<file path="src/rtl/vram_pkg.sv">
// rtl/vram_pkg.sv - frame-buffer geometry, slot encoding and word-address helper
package vram_pkg;
  localparam int FB_W       = 160;
  localparam int FB_H       = 120;
  localparam int SCALE_LOG2 = 2;
  localparam int ADDR_W     = 15;
  localparam int H_ACTIVE   = 640;
  localparam int V_ACTIVE   = 480;
  localparam int FB_WORDS   = FB_W * FB_H;

  typedef enum logic [1:0] {
    SLOT_IDLE,
    SLOT_SCAN_RUN,
    SLOT_SCAN_LINE,
    SLOT_WRITE
  } slot_e;

  // row*160 as two shifts, so no multiplier sits on the RAM address path
  function automatic logic [ADDR_W-1:0] fb_word_addr(input logic [7:0] row, input logic [7:0] col);
    logic [ADDR_W-1:0] r;
    r = ADDR_W'(row);
    return (r << 7) + (r << 5) + ADDR_W'(col);
  endfunction
endpackage

</file>
<file path="src/rtl/vram_rr_arb2.sv">
// rtl/vram_rr_arb2.sv - two-way round-robin grant; pointer moves past the winner on each grant
module vram_rr_arb2 (
  input  logic       clk,
  input  logic       reset_n,
  input  logic       en,
  input  logic [1:0] req,
  output logic [1:0] gnt,
  output logic       gnt_idx
);
  logic rr_ptr_q, rr_ptr_d;
  logic fire;

  always_comb begin
    gnt_idx  = req[rr_ptr_q] ? rr_ptr_q : ~rr_ptr_q;
    fire     = en && (req != 2'b00);
    gnt      = fire ? (gnt_idx ? 2'b10 : 2'b01) : 2'b00;
    rr_ptr_d = fire ? ~gnt_idx : rr_ptr_q;
  end

  always_ff @(posedge clk) begin
    if (!reset_n) rr_ptr_q <= 1'b0;
    else          rr_ptr_q <= rr_ptr_d;
  end
endmodule

</file>
<file path="src/rtl/vram_scan_arbiter.sv">
// rtl/vram_scan_arbiter.sv - scanout-priority frame-buffer arbiter with two round-robin writers
// Optional FB_DOUBLE_BUF_EN adds a bank bit to fb_addr plus swap_req/swap_done.
module vram_scan_arbiter
  import vram_pkg::*;
(
  input  logic              pixel_clk,
  input  logic              reset_n,
  input  logic [9:0]        pixel_x,
  input  logic [9:0]        pixel_y,
  input  logic              display_enable,
  input  logic              frame_sync,
  output logic [7:0]        color_out,
  input  logic [1:0]        wr_req,
  input  logic [ADDR_W-1:0] wr_addr0,
  input  logic [ADDR_W-1:0] wr_addr1,
  input  logic [7:0]        wr_data0,
  input  logic [7:0]        wr_data1,
  output logic [1:0]        wr_gnt,
`ifdef FB_DOUBLE_BUF_EN
  input  logic              swap_req,
  output logic              swap_done,
  output logic [ADDR_W:0]   fb_addr,
`else
  output logic [ADDR_W-1:0] fb_addr,
`endif
  output logic              fb_we,
  output logic [7:0]        fb_wdata,
  input  logic [7:0]        fb_rdata
);
  slot_e             slot;
  logic              prev_de_q, scan_pend_q;
  logic [7:0]        next_pix_q, cur_pix_q;
  logic [7:0]        blk_x, scan_row, scan_col;
  logic              scan_run, scan_line;
  logic [1:0]        arb_gnt;
  logic              arb_idx;
  logic [ADDR_W-1:0] w_addr, addr_w;
  logic [7:0]        w_data;

  assign blk_x     = 8'(pixel_x >> SCALE_LOG2);
  assign scan_run  = display_enable && (pixel_x[1:0] == 2'b01) && (blk_x != 8'(FB_W - 1));
  assign scan_line = prev_de_q && !display_enable;

  always_comb begin
    if (scan_run)                          slot = SLOT_SCAN_RUN;
    else if (scan_line)                    slot = SLOT_SCAN_LINE;
    else if (reset_n && (wr_req != 2'b00)) slot = SLOT_WRITE;
    else                                   slot = SLOT_IDLE;
  end

  // the line-end read targets the following line (wrapping 479 -> 0) so it is ready at x=0
  always_comb begin
    if (scan_run) begin
      scan_row = 8'(pixel_y >> SCALE_LOG2);
      scan_col = blk_x + 8'd1;
    end else begin
      scan_row = (pixel_y == 10'(V_ACTIVE - 1)) ? 8'd0 : 8'((pixel_y + 10'd1) >> SCALE_LOG2);
      scan_col = 8'd0;
    end
  end

  vram_rr_arb2 u_arb (
    .clk     (pixel_clk),
    .reset_n (reset_n),
    .en      (slot == SLOT_WRITE),
    .req     (wr_req),
    .gnt     (arb_gnt),
    .gnt_idx (arb_idx)
  );

  assign w_addr = arb_idx ? wr_addr1 : wr_addr0;
  assign w_data = arb_idx ? wr_data1 : wr_data0;

  // out-of-range writes are still acked so the writer never stalls
  always_comb begin
    wr_gnt   = 2'b00;
    fb_we    = 1'b0;
    fb_wdata = 8'd0;
    addr_w   = '0;
    case (slot)
      SLOT_SCAN_RUN, SLOT_SCAN_LINE: addr_w = fb_word_addr(scan_row, scan_col);
      SLOT_WRITE: begin
        wr_gnt   = arb_gnt;
        fb_we    = (w_addr < ADDR_W'(FB_WORDS));
        fb_wdata = w_data;
        addr_w   = w_addr;
      end
      default: ;
    endcase
  end

  always_ff @(posedge pixel_clk) begin
    if (!reset_n) begin
      prev_de_q   <= 1'b0;
      scan_pend_q <= 1'b0;
      next_pix_q  <= 8'd0;
      cur_pix_q   <= 8'd0;
    end else begin
      prev_de_q   <= display_enable;
      scan_pend_q <= (slot == SLOT_SCAN_RUN) || (slot == SLOT_SCAN_LINE);
      if (scan_pend_q) next_pix_q <= fb_rdata;
      if (!display_enable || (pixel_x[1:0] == 2'b11)) cur_pix_q <= next_pix_q;
    end
  end

  assign color_out = cur_pix_q;

`ifdef FB_DOUBLE_BUF_EN
  logic bank_q, swap_pend_q, swap_done_q;

  always_ff @(posedge pixel_clk) begin
    if (!reset_n) begin
      bank_q      <= 1'b0;
      swap_pend_q <= 1'b0;
      swap_done_q <= 1'b0;
    end else begin
      swap_done_q <= 1'b0;
      if (frame_sync && swap_pend_q) begin
        bank_q      <= ~bank_q;
        swap_pend_q <= 1'b0;
        swap_done_q <= 1'b1;
      end else if (swap_req) begin
        swap_pend_q <= 1'b1;
      end
    end
  end

  assign swap_done = swap_done_q;
  assign fb_addr   = {(slot == SLOT_WRITE) ? ~bank_q : bank_q, addr_w};
`else
  logic unused_frame_sync;
  assign unused_frame_sync = frame_sync;
  assign fb_addr = addr_w;
`endif
endmodule
</file>
<file path="config.mk">
export PLATFORM = sky130hd
export DESIGN_NAME = vram_scan_arbiter
export DESIGN_NICKNAME = d
export VERILOG_FILES = /design/src/rtl/vram_pkg.sv /design/src/rtl/vram_rr_arb2.sv /design/src/rtl/vram_scan_arbiter.sv
export SDC_FILE = /design/constraint.sdc
export NUM_CORES = 1
export LEC_CHECK = 0
export CAP_MARGIN = 40
export CORE_MARGIN = 4
export CORE_UTILIZATION = 40
export DETAILED_ROUTE_END_ITERATION = 7
export PLACE_DENSITY = 0.9
export RECOVER_POWER = 50
export SYNTH_ARGS = -nofsm -noshare
export SYNTH_HDL_FRONTEND = slang
export SYNTH_SLANG_ARGS = --single-unit
</file>
<file path="constraint.sdc">
create_clock -name pixel_clk -period 6.75 [get_ports pixel_clk]
set_input_delay 1.35 -clock pixel_clk [delete_from_list [all_inputs] [get_ports pixel_clk]]
set_output_delay 1.35 -clock pixel_clk [all_outputs]
set_load 0.02 [all_outputs]
</file>
* After elaboration in Yosys (flattened, before gate mapping)
Index checks and enable logic that the tools add are counted.
** Word-level totals
- Bits in registers :: 19
- Bits in latches :: 0
- Memory bits (writable) :: 0
- Memory bits (read-only) :: 0
- Bits of input ports :: 80
- Output and inout bits :: 34
- Word-level logic and storage cells :: 47
- Memories kept :: 0
** Cells by class
- Add/sub/neg operators :: 4
- $mul :: 0
- Divide/modulo/power cells :: 0
- Magnitude comparators :: 2
- Equality and inequality tests :: 7
- Shift-type cells :: 0
- Multiplexer cells :: 17
- Bitwise operators :: 2
- Reductions and logical operators :: 10
** Operators with widths (count)
- 8-bit two-way mux :: 5
- 15-bit one-hot mux with 2 select lines :: 1
- 15-bit by 13-bit adder with 15-bit output :: 1
- 15-bit by 8-bit adder with 15-bit output :: 1
- 15-bit less-than comparator, second input constant :: 1
- 15-bit two-way mux :: 1
- 2-bit two-way mux :: 6
- 10-bit by 1-bit adder with 10-bit output, second input constant :: 1
- 10-bit by 9-bit == test with 1-bit output, second input constant :: 1
- 8-bit by 1-bit adder with 8-bit output, second input constant :: 1
- 8-bit inequality test, second input constant :: 1
- 2-bit == test, second input constant :: 3
- 1-bit logical AND :: 5
- 2-bit by 1-bit == test with 1-bit output, second input constant :: 2
- 1-bit two-way mux :: 4
- 1-bit logical OR :: 2
- 1-bit by 2-bit less-than comparator with 1-bit output, second input constant :: 1
- 1-bit inverter :: 2
- 2-bit nonzero test :: 1
- 2-bit OR reduction :: 1
- 1-bit logical NOT :: 1

* Depth between registers and ports, before layout
- Depth in word-level cells :: 9
- Gate-level depth with buffers :: 17
- Mapped depth without buffers :: 16

* Cells and area by module
A second synthesis with hierarchy kept.
** Second synthesis, totals
- Cell total of the unflattened synthesis :: 262
- Area, all modules :: 2097.0 µm²
** Modules (own cells, without submodules)
- vram_scan_arbiter :: instances 1, cells each 252, area an instance 2031.9 µm², sequential area each 360.3 µm²
- vram_rr_arb2 :: instances 1, cells each 10, area an instance 65.1 µm², sequential area each 20.0 µm²

* Worst setup path before layout
Ideal clock, no wire load.
- Path type :: input to output
- From :: input port pixel_x[2]
- To :: output port fb_addr[14]
- Data arrival time :: 4714 ps
- Path slack :: 686 ps
- Cell stages on the path :: 17
- Path buffers :: 1
- Cells stage by stage :: ha_1 -> and2_2 -> a41oi_4 -> buf_6 -> nor2_1 -> and3_1 -> xor2_1 -> inv_1 -> fa_1 -> inv_1 -> fa_1 -> a21o_1 -> a21oi_1 -> a21oi_1 -> o21ai_0 -> xor2_1 -> o22ai_1
** On the way
- Longest elaborated chain between the ends :: 6
- Elaborated cells between the ends (all ways) :: 13
- Classes of those cells :: 3 x add/sub; 4 x eq/ne; 4 x mux; 2 x reduce/logical
** Ends and longest elaborated chain
- from (decl) :: RTL line vram_scan_arbiter.sv:8 : input logic [9:0] pixel_x,
- 8-bit inequality test :: RTL line vram_scan_arbiter.sv:41 : assign scan_run = display_enable && (pixel_x[1:0] == 2'b01) && (blk_x != 8'(FB_W - 1));
- 1-bit logical AND :: RTL line vram_scan_arbiter.sv:41
- 8-bit two-way mux or 2-bit two-way mux (tied branches) :: RTL line vram_scan_arbiter.sv:53, vram_scan_arbiter.sv:45
- 15-bit by 13-bit adder with 15-bit output (tied with other cells) :: RTL line vram_pkg.sv:22 : return (r << 7) + (r << 5) + ADDR_W'(col);
- 15-bit by 8-bit adder with 15-bit output or 2-bit OR reduction (tied branches) :: RTL line vram_pkg.sv:22, vram_scan_arbiter.sv:80
- 15-bit one-hot mux with 2 select lines * :: RTL line vram_scan_arbiter.sv:80 : case (slot)
- to (decl) :: RTL line vram_scan_arbiter.sv:24 : output logic [ADDR_W-1:0] fb_addr,
Every way passes the cells marked *; elsewhere a longest branch is shown, timed or not.

* Worst setup path in the final report
Same ends and word-level chain as after synthesis.

==> summary.txt <==
CTS
  – Cts repair resizes: 6
  – CTS tree: built
  – Post-CTS Hold Buffers: 0
  – H-tree levels: 1
  – Max Root-Sink Buffers: 2
  – Total clock buffers created by CTS: 3
  – Post-CTS setup buffer count: 0
  – Root buf cell: clkbuf_8
  – Reg clk slew, reported paths: 0.07 ns
  – Clock Sinks: 19
  – Worst-Skew Late Latency: 0.25 ns

Worst setup path
  – Reg2reg setup slack: 5.05 ns
  – Worst reg2reg path depth: 6
  – CP Max Fanout: 2
  – CP Cell Sequence: clkdlybuf4s50_1 > ha_1 > and2_2 > a41oi_4 > nor2_1 > and3_1 > xor2_1 > inv_1 > fa_1 > inv_1 > fa_1 > a21o_1 > a21oi_2 > a21oi_1 > o21ai_1 > xor2_1 > o22ai_1 > dlygate4sd2_1
  – Worst reg2reg startpoint: prev_de_q
  – CP max stage cell: fa_1
  – WP data arrival: 5.15 ns
  – Reg-to-reg endpoint: u_arb.rr_ptr_q
  – Crit path largest cell delay: 0.50 ns
  – Req. time, crit path: 5.40 ns
  – WS Path Type: in -> out
  – Crit path launch type: input pin
  – Crit path capture type: output port

Route
  – Via count: 2563
  – Vias per Instance: 5.20
  – Antenna-violating nets left: 0
  – First drt pass iteration count: 4
  – Drt total wl: 6730 um
  – WL/cell: 13.6 um
  – Iteration-0 DRC Markers: 75
  – Drt drc: 0

Cells and area
  – Layout cells sized above 1: 0.0804
  – Most common cell after layout, fill and taps aside: clkdlybuf4s50_1
  – Net count, final: 524
  – Layout area overhead: 63.7%
  – Antenna diodes: 0
  – Leading cell types in the layout, fill and taps excluded: clkdlybuf4s50_1 (96), nand2_1 (77), nor2_1 (27)

STA
  – Final setup viols: 0
  – Final Slew Violations: 0
  – Actual slew at the worst max-slew pin: 0.871 ns
  – Highest clock rate: 0.154 GHz
  – Tmin final: 6.50 ns
  – RSZ-0062 raised after global routing: no
  – Final Skew: 0.00358 ns
  – Max-slew headroom: 0.419
  – Period utilization: 0.962
  – Final Hold Viols: 0
  – Final setup margin: 0.254 ns

Worst hold path
  – Hold Path Depth: 2
  – Hold path endpoint: color_out[2]
  – Hold path startpoint: color_out[2]
  – HP Class: reg -> reg

Global route
  – Overflow after GRT: 0
  – Number of global-route vias before repair: 2441
  – Initial antenna violation count: 0
  – Global-route wire length before repair: 10500 um
  – Largest net degree at the start of global routing: 23
  – Gr usage total: 0.202

Placement
  – Place WS: -0.165 ns
  – Port Buffer Count: 112
  – GPL Wtd Cong: 0.849
  – DP HPWL: 5600 um

Yosys
  – Post-synth cell types: 46
  – Synth Area in Compound Gates: 0.220
  – Synth warn: 0
  – Predominant post-synthesis flop cell: dfxtp_1
  – Avg Inst Size Synth: 6.93 um^2
  – Post-Synth XOR/XNOR Area: 0.0586
  – Post-Synthesis Cells: 302
  – Synth Register Bits: 19
  – Post-synthesis cell area: 2090 um^2
  – EDFF count, synth: 0
  – Simple-gate portion of the synthesized area: 0.311
  – Register area share after synthesis: 0.182
  – Post-Synth Adder-Cell Area: 0.127
  – Syn Nets: 402
  – Post-synth ARST share: 0
  – Largest family of logic cells by synthesized area: simple AND/OR/NAND/NOR gates
  – Mux cell area share after synthesis: 0.0526

Floorplanning
  – Core ar.: 5070 um^2
  – Die Y-Extent: 80.3 um
  – FP Rows: 26
  – Die ar.: 6450 um^2
  – Die W: 80.3 um
  – IO Count: 114
  – Starting Density: 0.412

Pwr
  – PwrDens: 130 nW/um^2
  – Worst VDD drop: 0.0755 mV
  – Leakage: 1.48 nW
  – Total power: 0.447 mW

Run status
  – Outcome: finished, final reports clean

Job
  – Max-cap viol count: 0
worst max-delay path by stage:
stage,start,endpoint,depth (start not counted)
after floorplan,pixel_x[2],fb_addr[14],17
after global placement,pixel_x[2],fb_addr[14],18
after detailed placement,pixel_x[2],fb_addr[14],18
after CTS,pixel_x[2],fb_addr[14],18
after global routing,pixel_x[2],fb_addr[14],18
final,pixel_x[2],fb_addr[14],18
metrics by stage:
stage          utilization  instance area, um^2  setup TNS, ns  cells  hold WS, ns
2_1_floorplan            -                 2090              0    302        0.436
3_3_place_gp         0.667                 3380        -0.0285    489        0.438
3_5_place_dp         0.667                 3380         -0.487    489        0.450
4_1_cts              0.674                 3420              0    493        0.460
5_1_grt              0.675                 3430              0    493        0.476
6_report             0.675                 3430              0    493        0.452
state kept, by name, summed over array words and instances, names as in the netlist:
signal / count
scan_pend_q: 1
u_arb.rr_ptr_q: 1
color_out: 8
next_pix_q: 8
prev_de_q: 1
where the power goes:
part	total, mW	switching (mW)	internal, mW	leakage (nW)
logic	0.245	0.120	0.125	1.30
registers	0.125	0.00588	0.119	0.155
clock network	0.0769	0.0360	0.0410	0.0255
worst max-delay path, delay by kind of cell:
kind                       cells  cell delay, ns
buffers and inverters          4            0.91
adders and majority gates      3            1.16
AOI/OAI and AO/OA              6            0.92
and+or+nand+nor                3            0.49
xor gates and xnor gates       2            0.32
synthesized netlist by cell type, types with 2 or more instances:
cell,instances,share of area
o21ai_0,8,0.019
xor2_1,7,0.029
nand2b_1,4,0.012
a32oi_1,2,0.0084
nor3b_1,2,0.0072
nor2b_1,6,0.018
a311oi_1,2,0.0084
nand4_1,2,0.0060
clkbuf_1,10,0.018
inv_1,11,0.020
and2_1,3,0.0090
a21o_1,5,0.018
o21ai_1,4,0.0096
or3_1,2,0.0060
or2_2,2,0.0060
fa_1,2,0.019
nor2_1,27,0.048
o22ai_1,2,0.0060
xnor2_1,7,0.029
ha_1,18,0.11
mux2i_1,11,0.053
dfxtp_1,19,0.18
a21boi_0,9,0.032
nand2_1,77,0.14
a22oi_1,6,0.022
nand4b_1,2,0.0084
a21oi_1,23,0.055
and3_1,2,0.0060
o311ai_0,2,0.0084
nor3_1,2,0.0048
nand3_1,8,0.019
per-layer routing:
layer	global-route usage	vias up	wire, um
met3	0.0213	10	298
met2	0.392	64	3700
met1	0.228	1204	2630
met5	0	-	0
met4	0.0608	0	98
li1	-	1285	-
layout make-up:
class	count	area [um^2]
Fill cell	454	1650
Multi-Input combinational cell	258	1630
Timing Repair Buffer	130	1240
Sequential cell	19	380
Tap cell	70	87.6
Inverter	12	45.0
Clock buffer	3	41.3
Clock inverter	1	5.00
cells by family after synthesis:
family / count (synthesis)
AO/OA/AOI/OAI: 69
adder cells (fa/ha/maj): 20
flip-flops: 19
XOR/XNOR: 14
buffers and inverters: 25
AND/OR/NAND/NOR: 144
multiplexers: 11
Note: power is estimated with default switching activity, not from simulation.
